===== config.mk =====
export PLATFORM = sky130hd
export DESIGN_NAME = jtopl_timers
export DESIGN_NICKNAME = d
export VERILOG_FILES = /design/src/rtl/jtopl_pkg.sv /design/src/rtl/jtopl_timer.sv /design/src/rtl/jtopl_timers.sv
export SDC_FILE = /design/constraint.sdc
export NUM_CORES = 1
export LEC_CHECK = 0
export CAP_MARGIN = 20
export CORE_MARGIN = 4
export CORE_UTILIZATION = 65
export CTS_CLUSTER_SIZE = 10
export DETAILED_ROUTE_END_ITERATION = 12
export DONT_BUFFER_PORTS = 1
export GPL_TIMING_DRIVEN = 0
export PLACE_DENSITY = 0.81
export SYNTH_ARGS = -nofsm -noshare
export SYNTH_HDL_FRONTEND = slang
export SYNTH_SLANG_ARGS = --single-unit
export TNS_END_PERCENT = 10

===== constraint.sdc =====
create_clock -name clk -period 3.4 [get_ports clk]
set_input_delay 0.68 -clock clk [delete_from_list [all_inputs] [get_ports clk]]
set_output_delay 0.68 -clock clk [all_outputs]
set_load 0.01 [all_outputs]

===== src/rtl/jtopl_pkg.sv =====
// Shared constants for the OPL timer block.
// JTOPL_FASTTIMER_EN shortens the prescaler so Timer A ticks once per sample.
package jtopl_pkg;

`ifdef JTOPL_FASTTIMER_EN
    localparam logic [6:0] JTOPL_PRESCALE_A = 7'd17;
`else
    localparam logic [6:0] JTOPL_PRESCALE_A = 7'd71;
`endif

    localparam int         JTOPL_B_DIV  = 4;
    localparam logic [1:0] JTOPL_B_LAST = 2'(JTOPL_B_DIV - 1);

    localparam int JTOPL_ST_IRQ    = 7;
    localparam int JTOPL_ST_FLAG_A = 6;
    localparam int JTOPL_ST_FLAG_B = 5;

    function automatic logic [7:0] jtopl_status(input logic irq, input logic fa, input logic fb);
        logic [7:0] s;
        s                  = 8'h00;
        s[JTOPL_ST_IRQ]    = irq;
        s[JTOPL_ST_FLAG_A] = fa;
        s[JTOPL_ST_FLAG_B] = fb;
        return s;
    endfunction

endpackage


===== src/rtl/jtopl_timer.sv =====
// One OPL timer: 8-bit up-counter with start edge detect, reload on overflow
// and a latched overflow flag.
module jtopl_timer
    import jtopl_pkg::*;
(
    input  logic       clk,
    input  logic       rst_n,
    input  logic       cenop,
    input  logic       tick,
    input  logic       load,
    input  logic       flagen,
    input  logic       clr_flag,
    input  logic [7:0] value,
    output logic       flag,
    output logic       overflow
);

    logic [7:0] cnt_r;
    logic       load_r;
    logic       flag_r;
    logic       start_s;
    logic       overflow_s;

    // A start outranks a coinciding tick, so counting begins at the next tick.
    assign start_s    = cenop & load & ~load_r;
    assign overflow_s = tick & load & load_r & (cnt_r == 8'hFF);

    // Load level sampled on cenop for start edge detection
    always_ff @(posedge clk or negedge rst_n) begin
        if (!rst_n) begin
            load_r <= 1'b0;
        end else if (cenop) begin
            load_r <= load;
        end
    end

    // Counter: preset on start, reload on overflow, otherwise step on tick
    always_ff @(posedge clk or negedge rst_n) begin
        if (!rst_n) begin
            cnt_r <= 8'h00;
        end else if (start_s || overflow_s) begin
            cnt_r <= value;
        end else if (tick && load) begin
            cnt_r <= cnt_r + 8'd1;
        end
    end

    // Overflow flag; a set on the same edge as a clear wins
    always_ff @(posedge clk or negedge rst_n) begin
        if (!rst_n) begin
            flag_r <= 1'b0;
        end else if (overflow_s && flagen) begin
            flag_r <= 1'b1;
        end else if (clr_flag) begin
            flag_r <= 1'b0;
        end
    end

    assign flag     = flag_r;
    assign overflow = overflow_s;

endmodule


===== src/rtl/jtopl_timers.sv =====
// OPL Timer A/B pair with shared prescaler and interrupt/status generation.
// Define JTOPL_FASTTIMER_EN for a shortened simulation-only prescaler.
module jtopl_timers
    import jtopl_pkg::*;
(
    input  logic       clk,
    input  logic       rst_n,
    input  logic       cenop,
    input  logic [7:0] value_A,
    input  logic [7:0] value_B,
    input  logic       load_A,
    input  logic       load_B,
    input  logic       flagen_A,
    input  logic       flagen_B,
    input  logic       clr_flag_A,
    input  logic       clr_flag_B,
    output logic       flag_A,
    output logic       flag_B,
    output logic       overflow_A,
    output logic       irq_n,
    output logic [7:0] status
);

    logic [6:0] pre_r;
    logic [1:0] sub_r;
    logic       irq_n_r;
    logic       tick_a_s;
    logic       tick_b_s;

    assign tick_a_s = cenop & (pre_r == JTOPL_PRESCALE_A);
    assign tick_b_s = tick_a_s & (sub_r == JTOPL_B_LAST);

    // Free-running prescaler; independent of the timer load bits
    always_ff @(posedge clk or negedge rst_n) begin
        if (!rst_n) begin
            pre_r <= 7'd0;
        end else if (cenop) begin
            pre_r <= tick_a_s ? 7'd0 : pre_r + 7'd1;
        end
    end

    // Timer B divider, stepped by Timer A ticks
    always_ff @(posedge clk or negedge rst_n) begin
        if (!rst_n) begin
            sub_r <= 2'd0;
        end else if (tick_a_s) begin
            sub_r <= sub_r + 2'd1;
        end
    end

    // Interrupt follows the latched flags by one cycle
    always_ff @(posedge clk or negedge rst_n) begin
        if (!rst_n) begin
            irq_n_r <= 1'b1;
        end else begin
            irq_n_r <= ~(flag_A | flag_B);
        end
    end

    jtopl_timer u_timer_a (
        .clk      (clk),
        .rst_n    (rst_n),
        .cenop    (cenop),
        .tick     (tick_a_s),
        .load     (load_A),
        .flagen   (flagen_A),
        .clr_flag (clr_flag_A),
        .value    (value_A),
        .flag     (flag_A),
        .overflow (overflow_A)
    );

    jtopl_timer u_timer_b (
        .clk      (clk),
        .rst_n    (rst_n),
        .cenop    (cenop),
        .tick     (tick_b_s),
        .load     (load_B),
        .flagen   (flagen_B),
        .clr_flag (clr_flag_B),
        .value    (value_B),
        .flag     (flag_B),
        .overflow ()
    );

    assign irq_n  = irq_n_r;
    assign status = jtopl_status(~irq_n_r, flag_A, flag_B);

endmodule


**Yosys cells after proc, flatten, opt, wreduce, memory -nomap -nowiden**

Cells that the tools add are included.

- Bits in registers: 30
- Bits of input ports: 25
- Word-level logic and storage cells: 53

- Add/sub/neg operators: 4
- Equal/unequal tests: 4
- Multiplexer cells: 9
- Bitwise logic cells: 17
- Reductions and logical operators: 10

Operators by type and width:

| kind | number |
|---|---|
| $mux W8 | 4 |
| $add A8 B1 Y8 const B | 2 |
| $eq A8 B8 Y1 const B | 2 |
| $and A1 B1 Y1 | 12 |
| $reduce_bool A2 Y1 | 4 |
| $add A7 B1 Y7 const B | 1 |
| $eq A7 B7 Y1 const B | 1 |
| $mux W7 | 1 |
| $logic_and A1 B1 Y1 | 4 |
| $mux W1 | 4 |
| $not A1 Y1 | 4 |
| $add A2 B1 Y2 const B | 1 |
| $eq A2 B2 Y1 const B | 1 |
| $logic_or A1 B1 Y1 | 2 |
| $or A1 B1 Y1 | 1 |

**Logic depth before layout (Yosys ltp)**

Gate-level depths: netlist of the first run.

- Depth in word-level cells: 8
- Mapped depth: 8
- Depth with buffers taken out: 6

**Hierarchy**

From an unflattened synthesis of the first run, not the netlist that was laid out.

- Cell total of the unflattened synthesis: 150
- Area, all modules: 1,731.7 µm²

Modules (own cells, without submodules):

| module | instances | cells an instance | area each (µm²) | seq. area each (µm²) |
|---|---|---|---|---|
| jtopl_timer | 2 | 51 | 596.8 | 250.2 |
| jtopl_timers | 1 | 48 | 538.0 | 251.5 |

**Least setup slack after synthesis of the first run**

OpenSTA, ideal clock, no wires.

- Path kind: input port to output port
- From: input cenop
- To: output overflow_A
- Arrival: 1.305 ns
- Data required time: 2.720 ns
- Path slack: 1.415 ns
- Stages on the path: 4
- Path buffers: 1
- Path through: and3_1 buf_6 nand3_1 nor2_1

- Longest elaborated chain between the ends: 4

Ends and longest elaborated chain:

| what | RTL line | RTL |
|---|---|---|
| start, declared | jtopl_timers.sv:8 | `input logic cenop,` |
| $and A1 B1 Y1 | jtopl_timers.sv:30 | `assign tick_a_s = cenop & (pre_r == JTOPL_PRESCALE_A);` |
| $and A1 B1 Y1 (3 in a row) | jtopl_timer.sv:26 | `assign overflow_s = tick & load & load_r & (cnt_r == 8'hFF);` |
| end, declared | jtopl_timers.sv:19 | `output logic overflow_A,` |

Every way passes these cells.

**Final worst setup path of the first run**

- From: register pre_r[3]
- To: output overflow_A

- Longest elaborated chain between the ends: 5

Ends and longest elaborated chain:

| what | RTL line | RTL |
|---|---|---|
| start, declared | jtopl_timers.sv:24 | `logic [6:0] pre_r;` |
| start signal, assigned | jtopl_timers.sv:38 | `pre_r <= tick_a_s ? 7'd0 : pre_r + 7'd1;` |
| $eq A7 B7 Y1 | jtopl_timers.sv:30 |  |
| $and A1 B1 Y1 | jtopl_timers.sv:30 |  |
| $and A1 B1 Y1 (3 in a row) | jtopl_timer.sv:26 |  |

Every way passes these cells.

==> reports/results.ini, run 1 <==
[status]
status = finished clean

[worst_setup_path]
crit_path_max_fanout = 8
cp-end-kind = output pin
critical_path_class = reg2out
start_kind = flip-flop
arrival_ns = 1.81
crit_required_ns = 2.72

[place]
placedInstanceArea_sq_um = 1814
place.gp.congestion = 0.8445
pre_cts_ws_ns = 1.265
port_buffers = 0
dp.final_hpwl_microns = 2733

[drt]
vias = 1489
via_per_inst = 6.153
routed_wl_microns = 3745
dr.pass1.iters = 4
wl_per_cell_microns = 15.48
wl_met3_microns = 257
wl_met1_microns = 1616
wl_met2_microns = 1816
top_layer = met4
route.detailed.drc = 0
antenna_left = 0
drtIter0Drc = 64

[finish]
final_common_cell = dfrtp_1
multi_input_area_sq_um = 908.4
regArea_sq_um = 752.0
stdcell_area_sq_um = 1888
final_cell_mix = dfrtp_1 (29), nand2_1 (23), nor2_1 (19)
drive_gt1_frac = 0.1321
final_nets = 240
fillCellCount = 210
diodes = 0
area_growth_pct = 7.173

[pwr]
power_frac_clock = 0.234
p_leak_nw = 0.8369
power_frac_comb = 0.243
p_per_area_nw_per_um2 = 520.4
sw_frac_of_total = 0.3384
seq_power_share = 0.523
switchingPower_uw = 332.5
p_int_uw = 650.0
vdd_drop_max_uv = 469.4

[timing]
tns_ns = 0
maxSlewHeadroom = 0.5523
period_share = 0.7332
hold_slack_ns = 0.01806
worst_slack_ns = 0.9072
finalHoldViolCount = 0
rsz0062_at_grt = no
fin_crit_ns = 2.493
fin_worst_skew_ns = 0.01072
tightest_slew_ns = 0.6690
fmax_ghz = 0.4012
drv_slew = 0
setup_viol = 0

[global_routing]
antenna_found_initial = 0
grt_max_degree = 31
grt_pass1_vias = 1461
grt_pass1_wl_microns = 6237
grt_util_all_layers = 0.2326
grt_overflow_total = 0

[clocking]
clock-sinks = 30
cts_buffer_depth = 2
post-cts-setup-buffer-count = 0
cts.repair.resized = 0
cts-htree-levels = 2
clk_latency_ns = 0.34
numCtsBuffers = 5
clk_pin_slew_ns = 0.10
root_buffer = clkbuf_4
cts_tree = built

[floorplanning]
dieArea_sq_um = 3607
ios = 37
row_count = 18
start_util = 0.6984
fp.dieW_microns = 60.06
core_area_sq_um = 2522
die_h_microns = 60.06

[synthesis]
synthCells = 199
synth_edf_count = 0
yosysUniqueCellTypes = 53
yosysSeqAreaShare = 0.4268
syn_area_per_cell_sq_um = 8.853
synth-seq-cells = 30
async_flop_share = 1.000
ys_warn_count = 0
synth_area_sq_um = 1762
synth_ff_type = dfrtp_1

[flow_run]
cap_viol_max_count = 0

[min_path]
hold_class = in2async

## critical path, stage by stage (launching register included)
cell and delay [ns]:
dfrtp_1 0.37, buf_2 0.16, nor4b_2 0.40, nand3_1 0.26, nor2_1 0.28
## metrics by stage
| step | cells | util | power (mW) |
|---|---|---|---|
| after floorplan | 203 | - | 0.6977 |
| after global placement | 233 | 0.7192 | 0.7357 |
| after detailed placement | 233 | 0.7192 | 0.7554 |
| after CTS | 241 | 0.7445 | 0.9839 |
| after global routing | 242 | 0.7485 | 1.051 |
| final | 242 | 0.7485 | 0.9825 |
## repair_timing
| item | 4_1_cts | 5_1_grt |
|---|---|---|
| hold endpoints to repair | 0 | 3 |
| hold buffers | 0 | 1 |
| endpoints found under the setup margin | 0 | 0 |
## registers in the layout (all words and copies together) (netlist names)
signal            cells
irq_n                 1
pre_r                 7
sub_r                 2
u_timer_a.cnt_r       8
u_timer_a.flag        1
u_timer_a.load_r      1
u_timer_b.cnt_r       8
u_timer_b.flag        1
u_timer_b.load_r      1
## cells by family (layout without fill, tap and decap cells)
family / Yosys count / after routing / share of synthesized area
compound gates: 41 / 41 / 0.1477
other cells: 1 / 5 / 0.002129
buf+inv: 21 / 30 / 0.06605
fa+ha+maj: 4 / 4 / 0.02841
flops: 30 / 30 / 0.4269
xor+xnor: 5 / 5 / 0.02486
mux: 5 / 5 / 0.02912
simple gates: 92 / 92 / 0.2749
## path summary, 6_finish.rpt
check | to | cells past startpoint | from | slack, ns
setup reg to reg | u_timer_a.cnt_r[7] | 6 | u_timer_a.cnt_r[0] | 1.22
hold reg to reg | sub_r[0] | 1 | sub_r[0] | 0.49
setup / recovery | overflow_A | 4 | pre_r[3] | 0.91
min in group clk | u_timer_a.flag | 1 | clr_flag_A | 0.45
max in group asynchronous | pre_r[5] | 1 | rst_n | 2.63
hold / removal | u_timer_b.load_r | 0 | rst_n | 0.02
## cells in the mapped netlist (all sizes together), types with 2 or more instances
cell type,count,area share
xor2,2,0.0099
nand4b,2,0.0099
a21oi,14,0.040
nand4,5,0.018
clkbuf,3,0.0071
and4,2,0.011
nand2,24,0.053
o22ai,5,0.018
nor3,2,0.0057
nand3,15,0.043
nor2,19,0.040
xnor2,3,0.015
o311ai,2,0.0099
or4,3,0.015
inv,8,0.017
ha,4,0.028
and2,2,0.0078
dfrtp,29,0.41
mux2i,4,0.023
o21ai,9,0.026
buf,10,0.042
and3,4,0.014
nand2b,4,0.014
or3,4,0.014
## cell type report
| cell class | instances | share of cell area |
|---|---|---|
| Clock inverter | 2 | 0.006627 |
| Timing Repair Buffer | 1 | 0.005302 |
| Inverter | 8 | 0.01590 |
| Tap cell | 30 | 0.01988 |
| Buffer | 13 | 0.04573 |
| Clock buffer | 6 | 0.02717 |
| Multi-Input combinational cell | 152 | 0.4811 |
| Sequential cell | 30 | 0.3983 |
## layer usage
layer  track usage  up-vias
li1              -      735
met3       0.06263        7
met4       0.09494        0
met1        0.2708      698
met2        0.4012       49
met5             0        -
## power by group through the flow
| stage | combinational, mW | clock (mW) | sequential (mW) |
|---|---|---|---|
| after floorplan | 0.198 | 0 | 0.500 |
| after global placement | 0.221 | 0 | 0.515 |
| after detailed placement | 0.237 | 0 | 0.518 |
| after CTS | 0.237 | 0.235 | 0.512 |
| after global routing | 0.274 | 0.247 | 0.529 |
| final | 0.239 | 0.230 | 0.514 |
Power figures use the tool's default switching activity.
==> run 2, diff against run 1 <==
Settings changed: ABC_AREA set to 1, CORE_UTILIZATION 65 to 57, PLACE_DENSITY 0.81 to 0.75.
Clock period 3.4 ns to 2.23 ns, I/O delays scaled along.
==> reports/results.ini, run 2 <==
[status]
status = finished clean

[finish]
area_growth_pct = 8.424
diodes = 0
drive_gt1_frac = 0.1661
final_nets = 305
post-route-util = 0.6690
stdcell_area_sq_um = 2110
fillCellCount = 297
final_common_cell = nand2_1
final_cell_mix = nand2_1 (79), nand3_1 (40), inv_1 (37)
reg.largest.list = u_timer_a.cnt_r: 8 flops, u_timer_b.cnt_r: 8 flops, pre_r: 7 flops
final_cells = 321

[min_path]
hold_class = in2reg
min_to = u_timer_a.flag
min_from = clr_flag_A
whs_path_depth = 1

[synthesis]
synth_edf_count = 0
synth_ff_type = dfrtp_1
synth-seq-cells = 30
synthCells = 263
syn_area_per_cell_sq_um = 7.398
synth.most_common_cell = nand2_1
synth_area_leaders = dfrtp_1 (37%), nand2_1 (15%), nand3_1 (10%)
yosysUniqueCellTypes = 25
synth_top_cell_area_share = 0.3730
ys_top_cells_by_count = nand2_1 (79), nand3_1 (40), inv_1 (37)
yosysSeqAreaShare = 0.3865
synth_area_sq_um = 1946
ys_warn_count = 0
async_flop_share = 1.000
yosysTopAreaCell = dfrtp_1

[pwr]
report.power.total_mw = 1.795
p_per_area_nw_per_um2 = 850.8
vdd_drop_max_uv = 537.0
p_leak_nw = 1.162

[clocking]
root_buffer = clkbuf_4
clk_pin_slew_ns = 0.10
cts.repair.resized = 0
post-cts-setup-buffer-count = 0
cts_tree = built
cts_buffer_depth = 2
clock-sinks = 30
numCtsBuffers = 5
postCtsHoldBufs = 2
clk_latency_ns = 0.33
cts-htree-levels = 2

[timing]
worst_slack_ns = 0.1421
finalHoldViolCount = 0
drv_slew = 0
period_share = 0.9363
tns_ns = 0
setup_viol = 0
fin_worst_skew_ns = 0.009268
fin_crit_ns = 2.088
hold_slack_ns = 0.1866
fmax_ghz = 0.4789
rsz0062_at_grt = no

[place]
placed_cells = 311
port_buffers = 0
dp.final_hpwl_microns = 2713
place.gp.congestion = 0.7792
pre_cts_ws_ns = 0.5076
placedInstanceArea_sq_um = 2016

[worst_setup_path]
cpPeakStageDelay_ns = 0.38
cp_slowest_cell = dfrtp_1
cp-startpoint = pre_r[0]
crit_chain = ha_1, nand2_1, nor2_4, nand2_4, nor2_4, nand2_4, inv_2
r2r_setup_slack_ns = 0.64
crit_required_ns = 1.78
timing.rr.start = u_timer_a.cnt_r[0]
reg2reg_to = u_timer_a.cnt_r[6]
critical_path_class = reg2out
arrival_ns = 1.64
cp-end-kind = output pin
start_kind = flip-flop
crit_path_max_fanout = 9
reg2reg_depth = 8

[drt]
vias = 1608
antenna_left = 0
drtIter0Drc = 128
route.detailed.drc = 0
via_per_inst = 5.009
dr.pass1.iters = 4
wl_per_cell_microns = 11.50
routed_wl_microns = 3692

[global_routing]
grt_overflow_total = 0
grt_util_all_layers = 0.1946
antenna_found_initial = 0
grt_pass1_vias = 1470
grt_pass1_wl_microns = 6396
grt_max_degree = 31

[floorplanning]
dieArea_sq_um = 4412
row_count = 20
core_area_sq_um = 3153
die_h_microns = 66.43
start_util = 0.6171
ios = 37
fp.dieW_microns = 66.43

[flow_run]
cap_viol_max_count = 0

run 2: cell count changes after synthesis, sizes merged, moves of 4 or more:
cell    change
nand2      +62
inv        +37
nand3      +29
a21oi      -12
o21bai      +6
o22ai       -5
and3        -4
mux2i       -4
nand2b      -4
nand4       -4
nor2        -4
or3         -4
run 2: layout make-up:
| cell class | instances | area [sq um] | share of cell area |
|---|---|---|---|
| Clock inverter | 2 | 12.51 | 0.005931 |
| Tap cell | 44 | 55.05 | 0.02610 |
| Sequential cell | 30 | 752.0 | 0.3565 |
| Clock buffer | 6 | 51.30 | 0.02432 |
| Multi-Input combinational cell | 184 | 979.7 | 0.4644 |
| Buffer | 8 | 60.06 | 0.02847 |
| Timing Repair Buffer | 2 | 30.03 | 0.01423 |
| Inverter | 45 | 168.9 | 0.08007 |
run 2: critical path, delay by kind of cell, from the launching register on:
kind / cells / cell delay, ns
flip-flops: 1 / 0.38
adder cells (fa/ha/maj): 1 / 0.18
AND/OR/NAND/NOR: 5 / 0.65
buffers and inverters: 1 / 0.10
run 2: cell families after synthesis:
kind of cell | Yosys count | share of synthesized area
AO/OA/AOI/OAI | 17 | 0.06302
other | 1 | 0.001927
buffers and inverters | 53 | 0.1177
multiplexers | 1 | 0.005787
AND/OR/NAND/NOR | 148 | 0.3588
flip-flops | 30 | 0.3865
XOR/XNOR | 9 | 0.04051
adder cells (fa/ha/maj) | 4 | 0.02572
run 2: where the power goes:
part	internal [mW]	leakage, nW	total (mW)	switching, mW
Sequential	0.710	0.373	0.882	0.172
Combinational	0.253	0.755	0.565	0.312
Clock	0.151	0.0343	0.347	0.196
run 2: worst max path at each step:
stage | slack, ns | to
after CTS | 0.12 | overflow_A
after detailed placement | 0.51 | overflow_A
after global placement | 0.51 | overflow_A
after floorplan | 0.64 | overflow_A
final | 0.14 | overflow_A
after global routing | 0.005 | overflow_A
run 2: metal layers:
layer,GRT usage,vias to the layer above,wire (microns)
met4,0.08376,0,59
met1,0.2473,723,1711
li1,-,836,-
met3,0.05442,5,249
met5,0,-,0
met2,0.3073,44,1671
==> run 3, diff against run 2 <==
Settings changed: REMOVE_ABC_BUFFERS set to 1, SYNTH_HIERARCHICAL set to 1.
==> reports/results.ini, run 3 <==
[global_routing]
antenna_found_initial = 0
grt_max_degree = 31
use_met1 = 0.2444
use_met2 = 0.2875
grt_pass1_wl_microns = 6299
gr-max-usage-layer = met2
grt_overflow_total = 0
grt_util_all_layers = 0.1836
grt_pass1_vias = 1472
use_met3 = 0.04422

[pwr]
vdd_drop_max_uv = 548.4
p_per_area_nw_per_um2 = 779.2
seq_power_share = 0.485
sw_frac_of_total = 0.3524
report.power.total_mw = 1.650
p_int_mw = 1.068
p_leak_nw = 1.073
switchingPower_uw = 581.3
power_frac_clock = 0.261
power_frac_comb = 0.254

[timing]
fin_crit_ns = 2.125
drv_slew = 0
finalHoldViolCount = 0
hold_slack_ns = 0.2031
fin_worst_skew_ns = 0.01467
tns_ns = 0
setup_viol = 0
tightest_slew_ns = 0.5947
maxSlewHeadroom = 0.6009
fmax_ghz = 0.4705
period_share = 0.9530
rsz0062_at_grt = no

[synthesis]
ys_warn_count = 6
yosysUniqueCellTypes = 23
yosysTopAreaCell = dfrtp_1
yosysSeqAreaShare = 0.3908
synth_area_leaders = dfrtp_1 (38%), nand2_1 (16%), nor2_1 (7.8%)
async_flop_share = 1.000
synth.most_common_cell = nand2_1
syn_area_per_cell_sq_um = 7.401
ys_top_cells_by_count = nand2_1 (80), nor2_1 (40), inv_1 (31)
synth_top_cell_area_share = 0.3771
synth-seq-cells = 30
synthCells = 260
synth_ff_type = dfrtp_1
synth_edf_count = 0
synth_area_sq_um = 1924

[finish]
post-route-util = 0.6714
final_cell_mix = nand2_1 (80), nor2_1 (39), inv_1 (29), dfrtp_1 (29), nand3_1 (14)
final_cells = 318
final_nets = 302
area_growth_pct = 10.01
multi_input_area_sq_um = 1016
diodes = 0
reg.largest.list = u_timer_a/cnt_r: 8 flops, u_timer_b/cnt_r: 8 flops, pre_r: 7 flops
regArea_sq_um = 752.0
fillCellCount = 293
drive_gt1_frac = 0.1496
final_common_cell = nand2_1

[place]
port_buffers = 0
place.gp.congestion = 0.8364
placed_cells = 299
dp.final_hpwl_microns = 2495

[floorplanning]
ios = 37
fp.dieW_microns = 66.11
core_area_sq_um = 3153
start_util = 0.6103
die_h_microns = 66.11
row_count = 20
dieArea_sq_um = 4370

[clocking]
clock-sinks = 30
cts_buffer_depth = 2
clk_pin_slew_ns = 0.10
root_buffer = clkbuf_4
cts-htree-levels = 2
cts_tree = built
numCtsBuffers = 5
clk_latency_ns = 0.34

[worst_setup_path]
arrival_ns = 1.68
critical_path_class = reg2out
crit_path_max_fanout = 5
crit_required_ns = 1.78
crit_chain = ha_2, nand2_4, nor2_4, nand3_4, inv_2, nand3_2, nor2_4, nand2_4, inv_4
cpPeakStageDelay_ns = 0.38
start_kind = flip-flop
cp-end-kind = output pin
cp_slowest_cell = dfrtp_1

[drt]
wl_per_cell_microns = 11.24
via_per_inst = 5.028
vias = 1599
drtIter0Drc = 118
route.detailed.drc = 0
routed_wl_microns = 3574
dr.pass1.iters = 4
antenna_left = 0

[min_path]
hold_class = in2reg

[flow_run]
cap_viol_max_count = 0

[status]
status = finished clean

-- run 3: cell type report --
cell class              instances  share of cell area
multi-input cells             194              0.4799
clock buffers                   5             0.01773
clock inverters                 3             0.01891
flip-flops and latches         30              0.3552
well taps                      44             0.02600
inverters                      31             0.05615
repair buffers                 11             0.04610
-- run 3: critical path, delay by kind of cell (launching register included) --
kind	cells	cell delay [ns]
and+or+nand+nor	6	0.59
DFF	1	0.38
adders and majority gates	1	0.22
buffers and inverters	2	0.15
-- run 3: path summary, 6_finish.rpt --
kind	cells past startpoint	startpoint	slack, ns	end
setup reg to reg	11	pre_r[1]	0.19	u_timer_a/cnt_r[3]
max in group asynchronous	2	rst_n	1.46	irq_n
min in group asynchronous	2	rst_n	0.54	u_timer_b/cnt_r[5]
hold / removal	1	clr_flag_A	0.20	u_timer_a/flag
hold reg to reg	2	sub_r[1]	0.50	sub_r[1]
setup / recovery	9	pre_r[1]	0.10	overflow_A
-- run 3: metrics by stage --
stage / area, sq um / setup WS (ns)
after global routing: 2117 / 0.001869
after global placement: 1919 / 0.1895
after CTS: 2037 / 0.02154
after floorplan: 1864 / 0.4486
final: 2117 / 0.1047
after detailed placement: 1919 / 0.1849
-- run 3: cells by family (layout without fill, tap and decap cells) --
| kind of cell | Yosys count | count (layout) | share of synthesized area |
|---|---|---|---|
| DFF | 30 | 30 | 0.3908 |
| xor gates and xnor gates | 5 | 5 | 0.02276 |
| and+or+nand+nor | 158 | 158 | 0.3888 |
| other | 1 | 5 | 0.001949 |
| buffers and inverters | 40 | 50 | 0.09948 |
| AOI/OAI and AO/OA | 22 | 22 | 0.07022 |
| adders and majority gates | 4 | 4 | 0.02601 |
-- run 3: power groups by stage --
stage	registers, mW	clock network (mW)	logic [mW]
floorplan	0.781	0	0.339
global placement	0.805	0	0.374
detailed placement	0.808	0	0.385
CTS	0.797	0.440	0.412
global route	0.825	0.457	0.493
finish	0.799	0.431	0.420
-- run 3: layer usage --
layer | share of wire | up-vias
li1 | - | 831
met1 | 0.46 | 727
met2 | 0.47 | 33
met3 | 0.053 | 8
met4 | 0.017 | 0
met5 | 0 | -
-- run 3: repair_timing --
item / CTS / global route
pin swaps: 0 / 4
hold endpoints to repair: 30 / 0
hold buffers: 2 / 0
buffers inserted: 1 / 8
cloned: 0 / 0
gates resized for setup: 2 / 6
setup endpoints to repair: 1 / 3
